===== src/rtl/maxnet_winner_capture.sv =====
// Watches a four-PU MaxNet run, decides when it has ended and holds the winner behind valid/ready.
// Define MAXNET_TIMEOUT_EN to end runs at MAX_ITER iterations and pick the largest output.
module maxnet_winner_capture #(
  parameter int W        = 5,
  parameter int CNT_W    = 5,
  parameter int MAX_ITER = 20
) (
  input  logic             clk,
  input  logic             rst,
  input  logic             start,
  input  logic             iter_done,
  input  logic             S,
  input  logic [W-1:0]     pu_out1,
  input  logic [W-1:0]     pu_out2,
  input  logic [W-1:0]     pu_out3,
  input  logic [W-1:0]     pu_out4,
  output logic             stop,
  output logic             busy,
  output logic             res_valid,
  input  logic             res_ready,
  output logic [1:0]       res_idx,
  output logic [W-1:0]     res_val,
  output logic [CNT_W-1:0] res_iters,
  output logic             res_none,
  output logic             res_timeout
);

  typedef enum logic [1:0] {IDLE = 2'd0, RUN = 2'd1, HOLD = 2'd2} state_t;

  localparam logic [CNT_W-1:0] CNT_MAX = '1;

  state_t           state, state_next;
  logic [CNT_W-1:0] cnt, cnt_inc;
  logic [W-1:0]     pu [4];
  logic             all_zero, timed_out, terminate;
  logic [1:0]       s_idx, win_idx;
  logic [W-1:0]     s_val, win_val;
  logic             win_none;

  assign pu[0] = pu_out1;
  assign pu[1] = pu_out2;
  assign pu[2] = pu_out3;
  assign pu[3] = pu_out4;

  assign cnt_inc  = (cnt == CNT_MAX) ? cnt : cnt + CNT_W'(1);
  assign all_zero = (pu[0] == '0) && (pu[1] == '0) && (pu[2] == '0) && (pu[3] == '0);

  // Lowest nonzero index wins when S is asserted on inconsistent data.
  always_comb begin
    s_idx = 2'd0;
    for (int i = 3; i >= 0; i--) begin
      if (pu[i] != '0) s_idx = 2'(i);
    end
  end

  assign s_val = pu[s_idx];

`ifdef MAXNET_TIMEOUT_EN
  logic [1:0]   m_idx;
  logic [W-1:0] m_val;
  logic         win_timeout;
  logic         res_timeout_r;

  always_comb begin
    m_idx = 2'd0;
    m_val = pu[0];
    for (int i = 1; i < 4; i++) begin
      if (pu[i] > m_val) begin
        m_idx = 2'(i);
        m_val = pu[i];
      end
    end
  end

  assign timed_out   = (cnt_inc == CNT_W'(MAX_ITER));
  assign res_timeout = res_timeout_r;
`else
  logic unused_max_iter;

  assign unused_max_iter = ^CNT_W'(MAX_ITER);
  assign timed_out       = 1'b0;
  assign res_timeout     = 1'b0;
`endif

  // Termination priority: S, then all-zero, then the iteration limit.
  always_comb begin
    win_idx  = s_idx;
    win_val  = s_val;
    win_none = 1'b0;
`ifdef MAXNET_TIMEOUT_EN
    win_timeout = 1'b0;
`endif
    if (!S && all_zero) begin
      win_idx  = 2'd0;
      win_val  = '0;
      win_none = 1'b1;
    end
`ifdef MAXNET_TIMEOUT_EN
    else if (!S && timed_out) begin
      win_idx     = m_idx;
      win_val     = m_val;
      win_timeout = 1'b1;
    end
`endif
  end

  assign terminate = (state == RUN) && iter_done && !start && (S || all_zero || timed_out);

  always_ff @(posedge clk) begin
    if (rst) state <= IDLE;
    else     state <= state_next;
  end

  always_comb begin
    state_next = state;
    case (state)
      IDLE:    if (start) state_next = RUN;
      RUN:     if (terminate) state_next = HOLD;
      HOLD:    if (res_ready) state_next = start ? RUN : IDLE;
      default: state_next = IDLE;
    endcase
  end

  always_comb begin
    busy      = (state != IDLE);
    res_valid = (state == HOLD);
  end

  // A start is honoured anywhere except a HOLD that is not being accepted.
  always_ff @(posedge clk) begin
    if (rst)                                        cnt <= '0;
    else if (start && (state != HOLD || res_ready)) cnt <= '0;
    else if (state == RUN && iter_done)             cnt <= cnt_inc;
  end

  always_ff @(posedge clk) begin
    if (rst) begin
      stop      <= 1'b0;
      res_idx   <= 2'd0;
      res_val   <= '0;
      res_iters <= '0;
      res_none  <= 1'b0;
`ifdef MAXNET_TIMEOUT_EN
      res_timeout_r <= 1'b0;
`endif
    end else begin
      stop <= terminate;
      if (terminate) begin
        res_idx   <= win_idx;
        res_val   <= win_val;
        res_iters <= cnt_inc;
        res_none  <= win_none;
`ifdef MAXNET_TIMEOUT_EN
        res_timeout_r <= win_timeout;
`endif
      end
    end
  end

endmodule


===== config.mk =====
export PLATFORM = sky130hd
export DESIGN_NAME = maxnet_winner_capture
export DESIGN_NICKNAME = d
export VERILOG_FILES = /design/src/rtl/maxnet_winner_capture.sv
export SDC_FILE = /design/constraint.sdc
export NUM_CORES = 1
export LEC_CHECK = 0
export BUFFER_PORTS_ARGS = -buffer_cell sky130_fd_sc_hd__buf_4
export CORE_MARGIN = 2
export CORE_UTILIZATION = 40
export CTS_CLUSTER_DIAMETER = 100
export DETAILED_ROUTE_END_ITERATION = 6
export PLACE_DENSITY = 0.68
export SETUP_SLACK_MARGIN = 0.4
export SLEW_MARGIN = 20
export SYNTH_ARGS = -nofsm -noshare
export SYNTH_HDL_FRONTEND = slang
export SYNTH_SLANG_ARGS = --single-unit

===== constraint.sdc =====
create_clock -name clk -period 2.2 [get_ports clk]
set_input_delay 0.33 -clock clk [delete_from_list [all_inputs] [get_ports clk]]
set_output_delay 0.33 -clock clk [all_outputs]
set_load 0.05 [all_outputs]

After elaboration in Yosys (flattened, before gate mapping):

Index checks and enable logic that the tools add are counted.

* order comparisons: 1
* $add $sub $neg: 1
* eq/ne operators: 7
* multiplexer cells: 16
* bitwise operators: 1
* reduce and logical (&&, ||, !) cells: 24

Operator list (count)
* logical NOT 5 bit: 4
* two-way mux 5 bit: 4
* nonzero test 5 bit: 4
* two-way mux 2 bit: 8
* binary-select mux 5 bit (select 2 bit): 1
* logical AND 1 bit: 8
* != test 2 bit, second input constant: 3
* case mux 2 bit (3 select lines): 1
* adder 5 x 1 -> 5 bit, second input constant: 1
* equality test 5 bit, second input constant: 1
* >= comparator 3 bit, second input constant: 1
* inverter 2 -> 3 bit: 1
* AND reduction 3 bit: 1
* equality test 2 x 1 -> 1 bit, second input constant: 1
* equality test 2 bit, second input constant: 1
* logical NOT 1 bit: 2
* logical NOT 2 bit: 1
* logical OR 1 bit: 2
* two-way mux 1 bit: 2
* != test 2 x 1 -> 1 bit, second input constant: 1
* nonzero test 2 bit: 1
* OR reduction 2 bit: 1

* word-level logic and storage cells: 57
* register bits after elaboration: 21
* output and inout bits: 17
* input port bits: 26

Longest topological paths before layout:

Gate-level depths: netlist (run 1).

* depth in word-level cells: 10
* gate-level depth with buffers: 7
* gate-level depth less buffers: 6

Worst setup path after synthesis (run 1):

Ideal clock, no wire load.

* path kind: input to register
* start point: input pu_out4[1]
* end point: register res_iters[4]
* required time: 2.072 ns
* data arrival time: 1.709 ns
* path slack: 0.363 ns
* path buffers: 1
* stages on the path: 6
* setup time: 0.128 ns
* cell sequence: or4_4 -> nor4_4 -> a31oi_1 -> buf_6 -> nor4_2 -> nor3_1

* longest elaborated chain between the ends: 4

RTL lines
* from (decl): RTL line 16 `input logic [W-1:0] pu_out4,`
* logical NOT 5 bit: RTL line 46 `assign all_zero = (pu[0] == '0) && (pu[1] == '0) && (pu[2] == '0) && (pu[3] == '0);`
* logical AND 1 bit: RTL line 46
* logical OR 1 bit: RTL line 107 `assign terminate = (state == RUN) && iter_done && !start && (S || all_zero || timed_out);`
* logical AND 1 bit: RTL line 107
* to (signal assigned): RTL line 151 `res_iters <= cnt_inc;`
* to (decl): RTL line 23 `output logic [CNT_W-1:0] res_iters,`

Every way passes these cells.
A chain may end at the register's enable or synchronous reset.

Final worst setup path (run 1):

* start point: input pu_out4[1]
* end point: register res_iters[2]

The elaborated chain is that of the path after synthesis.

==> reports/metrics.cfg, run 1 <==
[run_status]
outcome = complete, no violations

[global_routing]
grt_max_degree = 18
grt.busiest_layer = met2
grt_pass1_vias = 1193
antenna_found_initial = 0
met3_usage = 0.03930
met2_usage = 0.3485
grtUsageMet1 = 0.2337
overflow = 0
grtUsageTotal = 0.1986
grt_pass1_wl_mm = 5.340

[worst_setup_path]
cpMaxStageDelayCell = or4_4
cpMostUsedCell = buf_4
timing.rr.end = cnt[0]
r2r_start = cnt[0]
path_max_fanout = 7
crit_chain = buf_4 > or4_4 > nor4_4 > buf_4 > a31o_4 > a21oi_1 > a311oi_1
crit_path_end_kind = register
critPathLaunchType = primary input
crit_arrival_ps = 1950
ff2ff_setup_slack_ps = 600
cp_top_family = simple AND/OR/NAND/NOR gates
worst-path-stages = 7
path_class = in -> reg
worstPathRequired_ps = 2420
worstRegToRegCells = 6
slowest_delay_ps = 550
cp_num_buf_inv = 2

[pwr]
power.density_mw_per_mm2 = 450.1
ir_drop_mv = 0.1495
p_leak_nw = 0.6483
finalPower_uw = 724.3

[synth]
yosysWarningCount = 0
ys_async_sr_fraction = 0
synth-edff-count = 0
synth_flop_cell = dfxtp_1
synth_area_per_cell_um2 = 8.297
ys_seq_area_frac = 0.3401
synth_cells = 149
synth_area_mm2 = 0.001236
synthMuxAreaShare = 0.008097
synth_nets = 176
synthSimpleGateAreaFrac = 0.2854
synth-xor-area-share = 0.02126
synth_top_family_by_area = compound AO/OA/AOI/OAI gates
synth.distinct_cells = 42
synth_seq_cells = 21
synth_compound_area_frac = 0.2864
yosys.area_share.adder = 0.01012

[sta]
hold_violations = 0
fin_crit_ps = 1721
setup_tns_ps = 0
finalCritPeriodShare = 0.7823
grt_setup_unrepaired = no
slew_viol_final = 0
fin_skew_ps = 2.305
layout_setup_ws_ps = 478.9
setup_viol = 0
fin_hold_ws_ps = 279.8
max_clock_freq_mhz = 581.0

[hold_path]
hold_path.class = in -> reg
whs_endpoint = state[0]
min_path_cells = 3
min-delay-start = res_ready

[die]
die_w_um = 59.59
io_pins = 43
start_util = 0.4117
dieArea_mm2 = 0.003551
core-area_mm2 = 0.003003
dieHeight_um = 59.59
num_rows = 20

[clocking]
ctsRootBufferMaster = clkbuf_4
cts_tree = built
cts_htree_levels = 1
clk_pin_slew_ps = 120
clockBufferDepth = 2
clock_latency_ps = 310
post_cts_buffers = 0
numCtsBuffers = 3
cts.sinks = 21

[routing]
wl_per_cell_um = 15.08
first_pass_iters = 4
drc = 0
ant_nets = 0
via_per_inst = 6.036
drt_iter0_drc = 37
vias = 1346
wl_mm = 3.362

[cells_and_area]
fin_util = 0.5358
final_layout_size_suffix_gt1_frac = 0.3526
n_antenna_cell = 0
final_cell_count_no_fill = 223
final_area_mm2 = 0.001609
final_nets = 218
syn_to_final_growth_pct = 30.16

[job]
cap_violations = 0

[place]
gp_congestion = 0.8727
dp_slack_ps = 142.7
dpl.cell_count = 219
placed_area_mm2 = 0.001574
place_hpwl_mm = 2.645
port_buffers = 41

repair_timing:
item	4_1_cts	5_1_grt
resized for setup	0	2
endpoints found under the setup margin	0	8
hold buffers	0	0
metal layers:
| metal | vias to the layer above | part of all wire |
|---|---|---|
| met5 | - | 0 |
| met4 | 0 | 0.015 |
| met3 | 7 | 0.062 |
| met2 | 71 | 0.51 |
| met1 | 619 | 0.41 |
| li1 | 649 | - |
synthesized netlist by cell type (2+ instances only):
cell type	count	area, µm²
nand2b_1	2	12.51
nor3_1	6	30.03
o21ai_0	14	70.07
clkbuf_1	4	15.01
buf_4	3	22.52
xor2_1	2	17.52
nand2_1	14	52.55
and3b_1	2	17.52
a31oi_1	7	43.79
buf_1	2	7.510
and2_1	2	12.51
or4_4	2	22.52
a21o_1	2	15.01
nor2_1	9	33.78
a41oi_1	2	17.52
dfxtp_1	21	420.4
a311oi_1	2	17.52
or2_2	2	12.51
nor4bb_1	2	20.02
a32oi_1	5	43.79
nand3_1	9	45.04
a21oi_1	11	55.05
a31o_2	5	43.79
power breakdown:
group | internal [mW] | leakage [nW] | switching [mW]
Sequential | 0.387 | 0.170 | 0.00554
Clock | 0.0681 | 0.0177 | 0.125
Combinational | 0.0598 | 0.461 | 0.0795
cell type report:
cell class                 instances  area [µm²]
sequential                        21       420.4
tap                               33       41.29
timing repair buffer              47       352.8
fill                             301        1394
multi-input combinational        118       767.0
clock buffer                       3       22.52
clock inverter                     1       5.005
registers in the layout, summed over array words and instances, names as in the netlist:
signal	cells
cnt	5
res_iters	5
res_idx	2
stop	1
res_none	1
state	2
res_val	5
worst max-delay path by stage:
stage               startpoint            to  slack [ps]
floorplan           pu_out4[1]  res_iters[4]         360
global placement    pu_out2[0]    res_idx[1]         180
detailed placement  pu_out2[0]    res_val[3]         140
CTS                 pu_out4[1]  res_iters[2]         480
global route        pu_out3[1]    res_val[3]         410
finish              pu_out4[1]  res_iters[2]         480
tightest hold or removal path, cell delays in order:
cell and delay, ps:
buf_4 110, nand2b_1 60, a211oi_1 60
cell families after synthesis:
logic type               count (synthesis)
buffers and inverters                   10
AO/OA/AOI/OAI                           53
XOR/XNOR                                 3
multiplexers                             1
AND/OR/NAND/NOR                         59
other                                    1
flip-flops                              21
adder cells (fa/ha/maj)                  1
cell usage in the layout, fill, tap and decap left out, types with 3 or more instances in the layout:
| cell | Yosys | final |
|---|---|---|
| nand2_1 | 14 | 14 |
| a32oi_1 | 5 | 5 |
| nand3_1 | 9 | 9 |
| a21oi_1 | 11 | 11 |
| nor3_1 | 6 | 6 |
| dfxtp_1 | 21 | 21 |
| o21ai_0 | 14 | 14 |
| buf_4 | 3 | 47 |
| clkbuf_4 | 0 | 3 |
| a31oi_1 | 7 | 7 |
| a31o_2 | 5 | 5 |
| nor2_1 | 9 | 9 |
Power figures use the tool's default switching activity.
==> run 2, diff against run 1 <==
--- a/config.mk
+++ b/config.mk
@@ -5,6 +5,7 @@
 export SDC_FILE = /design/constraint.sdc
 export NUM_CORES = 1
 export LEC_CHECK = 0
+export ABC_AREA = 1
 export BUFFER_PORTS_ARGS = -buffer_cell sky130_fd_sc_hd__buf_4
 export CORE_MARGIN = 2
 export CORE_UTILIZATION = 40
==> constraint.sdc (replaced) <==
create_clock -name clk -period 1.7 [get_ports clk]
set_input_delay 0.255 -clock clk [delete_from_list [all_inputs] [get_ports clk]]
set_output_delay 0.255 -clock clk [all_outputs]
set_load 0.05 [all_outputs]
==> run 2 against run 1 <==
  * Area after synthesis is 1.9% higher
  * Sequential cell count is the same
  * Clock power increased by 33%
  * First-iteration DRC count grew 89%
  * Hold slack got worse by 120 ps
  * Register-to-register slack got worse by 240 ps
  * Highest routed layer unchanged
==> reports/metrics.cfg, run 2 <==
[run_status]
outcome = complete, no violations

[place]
gp_congestion = 0.8894  ; +1.9%
dp_slack_ps = 45.88  ; -96.85 ps
place_hpwl_mm = 2.285  ; -14%
dpl.cell_count = 273  ; +25%
port_buffers = 41  ; unchanged
placed_area_mm2 = 0.001619  ; +2.9%

[synth]
synthTopCellsByArea = dfxtp_1, nand2_1, nand3_1
synth_flop_cell = dfxtp_1
synth-xor-area-share = 0.01390  ; -0.007352
synth_area_mm2 = 0.001260  ; +1.9%
synthTopCellsByCount = nand2_1, inv_1, nand3_1, dfxtp_1, nor2_1
synth_seq_cells = 21  ; unchanged
synth_nets = 217  ; +23%
synth_compound_area_frac = 0.1082  ; -0.1782
yosysWarningCount = 0  ; unchanged
ys_seq_area_frac = 0.3337  ; -0.006417
synth_area_per_cell_um2 = 6.631  ; -20%
yosysMostFrequentCell = nand2_1
synth-edff-count = 0  ; unchanged
synthMuxAreaShare = 0  ; -0.008097
synth.distinct_cells = 29  ; -31%
synth_top_area_cell = dfxtp_1
yosys.area_share.adder = 0.009930  ; -0.0001910
ys_async_sr_fraction = 0  ; unchanged
synthSimpleGateAreaFrac = 0.3932  ; +0.1078
synth_top_area_share = 0.3337  ; -0.006417
synth_cells = 190  ; +28%
synth_top_family_by_area = simple AND/OR/NAND/NOR gates

[worst_setup_path]
worstPathRequired_ps = 1440  ; -980 ps
slowest_delay_ps = 350  ; -200 ps
cpMaxStageDelayCell = dfxtp_2
path_class = reg -> out
crit_path_start = state[1]
r2r_start = state[0]
path_max_fanout = 3  ; -4
crit_chain = inv_1 > nand2_2 > buf_8
crit_arrival_ps = 1100  ; -850 ps
crit_path_end_kind = primary output
critPathLaunchType = register

[pwr]
swShare = 0.3036  ; +0.01387
p_leak_nw = 1.046  ; +61%
ir_drop_mv = 0.5014  ; +240%
power.density_mw_per_mm2 = 502.4  ; +12%
sequentialPowerShare = 0.516  ; -0.025
clockPowerShare = 0.261  ; -0.005
p_int_uw = 683.8  ; +33%
p_switching_uw = 298.1  ; +42%
combPwrFrac = 0.223  ; +0.031

[cells_and_area]
final_common_cell = buf_4
final_cell_count_no_fill = 291  ; +30%
final_layout_size_suffix_gt1_frac = 0.4332  ; +0.08057
final_area_mm2 = 0.001954  ; +21%
top_regs = cnt: 5 flops, res_iters: 5 flops, res_val: 5 flops
n_antenna_cell = 0  ; unchanged
final_cell_mix = buf_4, inv_1, nand2_1
final_nets = 275  ; +26%
syn_to_final_growth_pct = 55.11

[sta]
setup_viol = 0  ; unchanged
fin_crit_ps = 1355
finalCritPeriodShare = 0.7969
grt_setup_unrepaired = yes
max_clock_freq_mhz = 738.2
fin_skew_ps = 4.308  ; +2.003 ps
layout_setup_ws_ps = 345.3  ; -133.6 ps
hold_violations = 0  ; unchanged
slew_viol_final = 0  ; unchanged
setup_tns_ps = 0  ; unchanged

[die]
io_pins = 43  ; unchanged
die_w_um = 60.13  ; +0.90%
num_rows = 20  ; unchanged
start_util = 0.4161  ; +0.004449
core-area_mm2 = 0.003028  ; +0.83%
dieHeight_um = 60.13  ; +0.90%
dieArea_mm2 = 0.003615  ; +1.8%

[routing]
vias = 1379  ; +2.5%
via_per_inst = 4.739  ; -21%
ant_nets = 0  ; unchanged
first_pass_iters = 4  ; unchanged
wl_mm = 3.416  ; +1.6%
drt_iter0_drc = 70  ; +89%
wl_per_cell_um = 11.74  ; -22%
drc = 0  ; unchanged

[global_routing]
grt_pass1_vias = 1230  ; +3.1%
grtUsageTotal = 0.2011  ; +0.002505
grt_pass1_wl_mm = 5.388  ; +0.90%
overflow = 0  ; unchanged
antenna_found_initial = 0  ; unchanged
grt_max_degree = 13  ; -5

[job]
cap_violations = 0  ; unchanged

[clocking]
clockBufferDepth = 2  ; unchanged
numCtsBuffers = 3  ; unchanged
cts_tree = built
clock_latency_ps = 320  ; about the same
clk_pin_slew_ps = 120  ; about the same
cts_htree_levels = 1  ; unchanged
cts.sinks = 21  ; unchanged
ctsRootBufferMaster = clkbuf_4

[hold_path]
min-delay-start = rst
hold_path.class = in -> reg

## run 2: timing repair
item | in CTS | in global routing
gates cloned | 1 | 0
endpoints found under the setup margin | 20 | 22
endpoints found under the hold margin | 0 | 0
gates resized for setup | 30 | 23
setup buffers | 12 | 1
pin swaps | 17 | 19
hold buffers | 0 | 0
## run 2: cell families after synthesis
group,count (synthesis)
compound gates,23
xor+xnor,2
fa+ha+maj,1
buf+inv,42
flops,21
other cells,1
simple gates,100
## run 2: layer usage
metal | part of all wire | wire length, µm | track usage
met5 | 0 | 0 | 0
met4 | 0.017 | 59 | 0.07619
met3 | 0.055 | 187 | 0.03896
met2 | 0.48 | 1653 | 0.3137
met1 | 0.44 | 1515 | 0.2723
## run 2: path summary, 6_finish.rpt
path	to	slack (ps)	depth (start not counted)
worst min-delay path	state[0]	160	2
worst max register to register	res_val[0]	360	10
worst max-delay path	busy	350	3
worst min register to register	res_iters[1]	470	2
## run 2: critical path, delay by kind of cell (launching register included)
kind / cells / cell delay [ps]
buffers and inverters: 2 / 340
flip-flops: 1 / 350
AND/OR/NAND/NOR: 1 / 90
## run 2: area by class of cell
class                      count  area, µm²
fill                         281       1074
multi-input combinational    128      857.1
timing repair buffer          56      439.2
sequential                    21      427.9
inverter                      38      147.6
tap                           44      55.05
clock buffer                   3      22.52
clock inverter                 1      5.005
## run 2: stage by stage
step                      hold WS [ps]  utilization  total power [mW]
after floorplan                  416.3            -            0.6186
after global placement           456.3       0.5347            0.6931
after detailed placement         455.3       0.5347            0.6928
after CTS                        153.5       0.6145            0.9671
after global routing             144.6       0.6455             1.026
final                            157.6       0.6455            0.9819
## run 2: power by group through the flow
stage,Sequential [mW],Combinational [mW],Clock [mW]
finish,0.507,0.219,0.256
detailed placement,0.518,0.174,0
global placement,0.519,0.174,0
CTS,0.508,0.206,0.253
floorplan,0.532,0.0869,0
global route,0.508,0.237,0.281
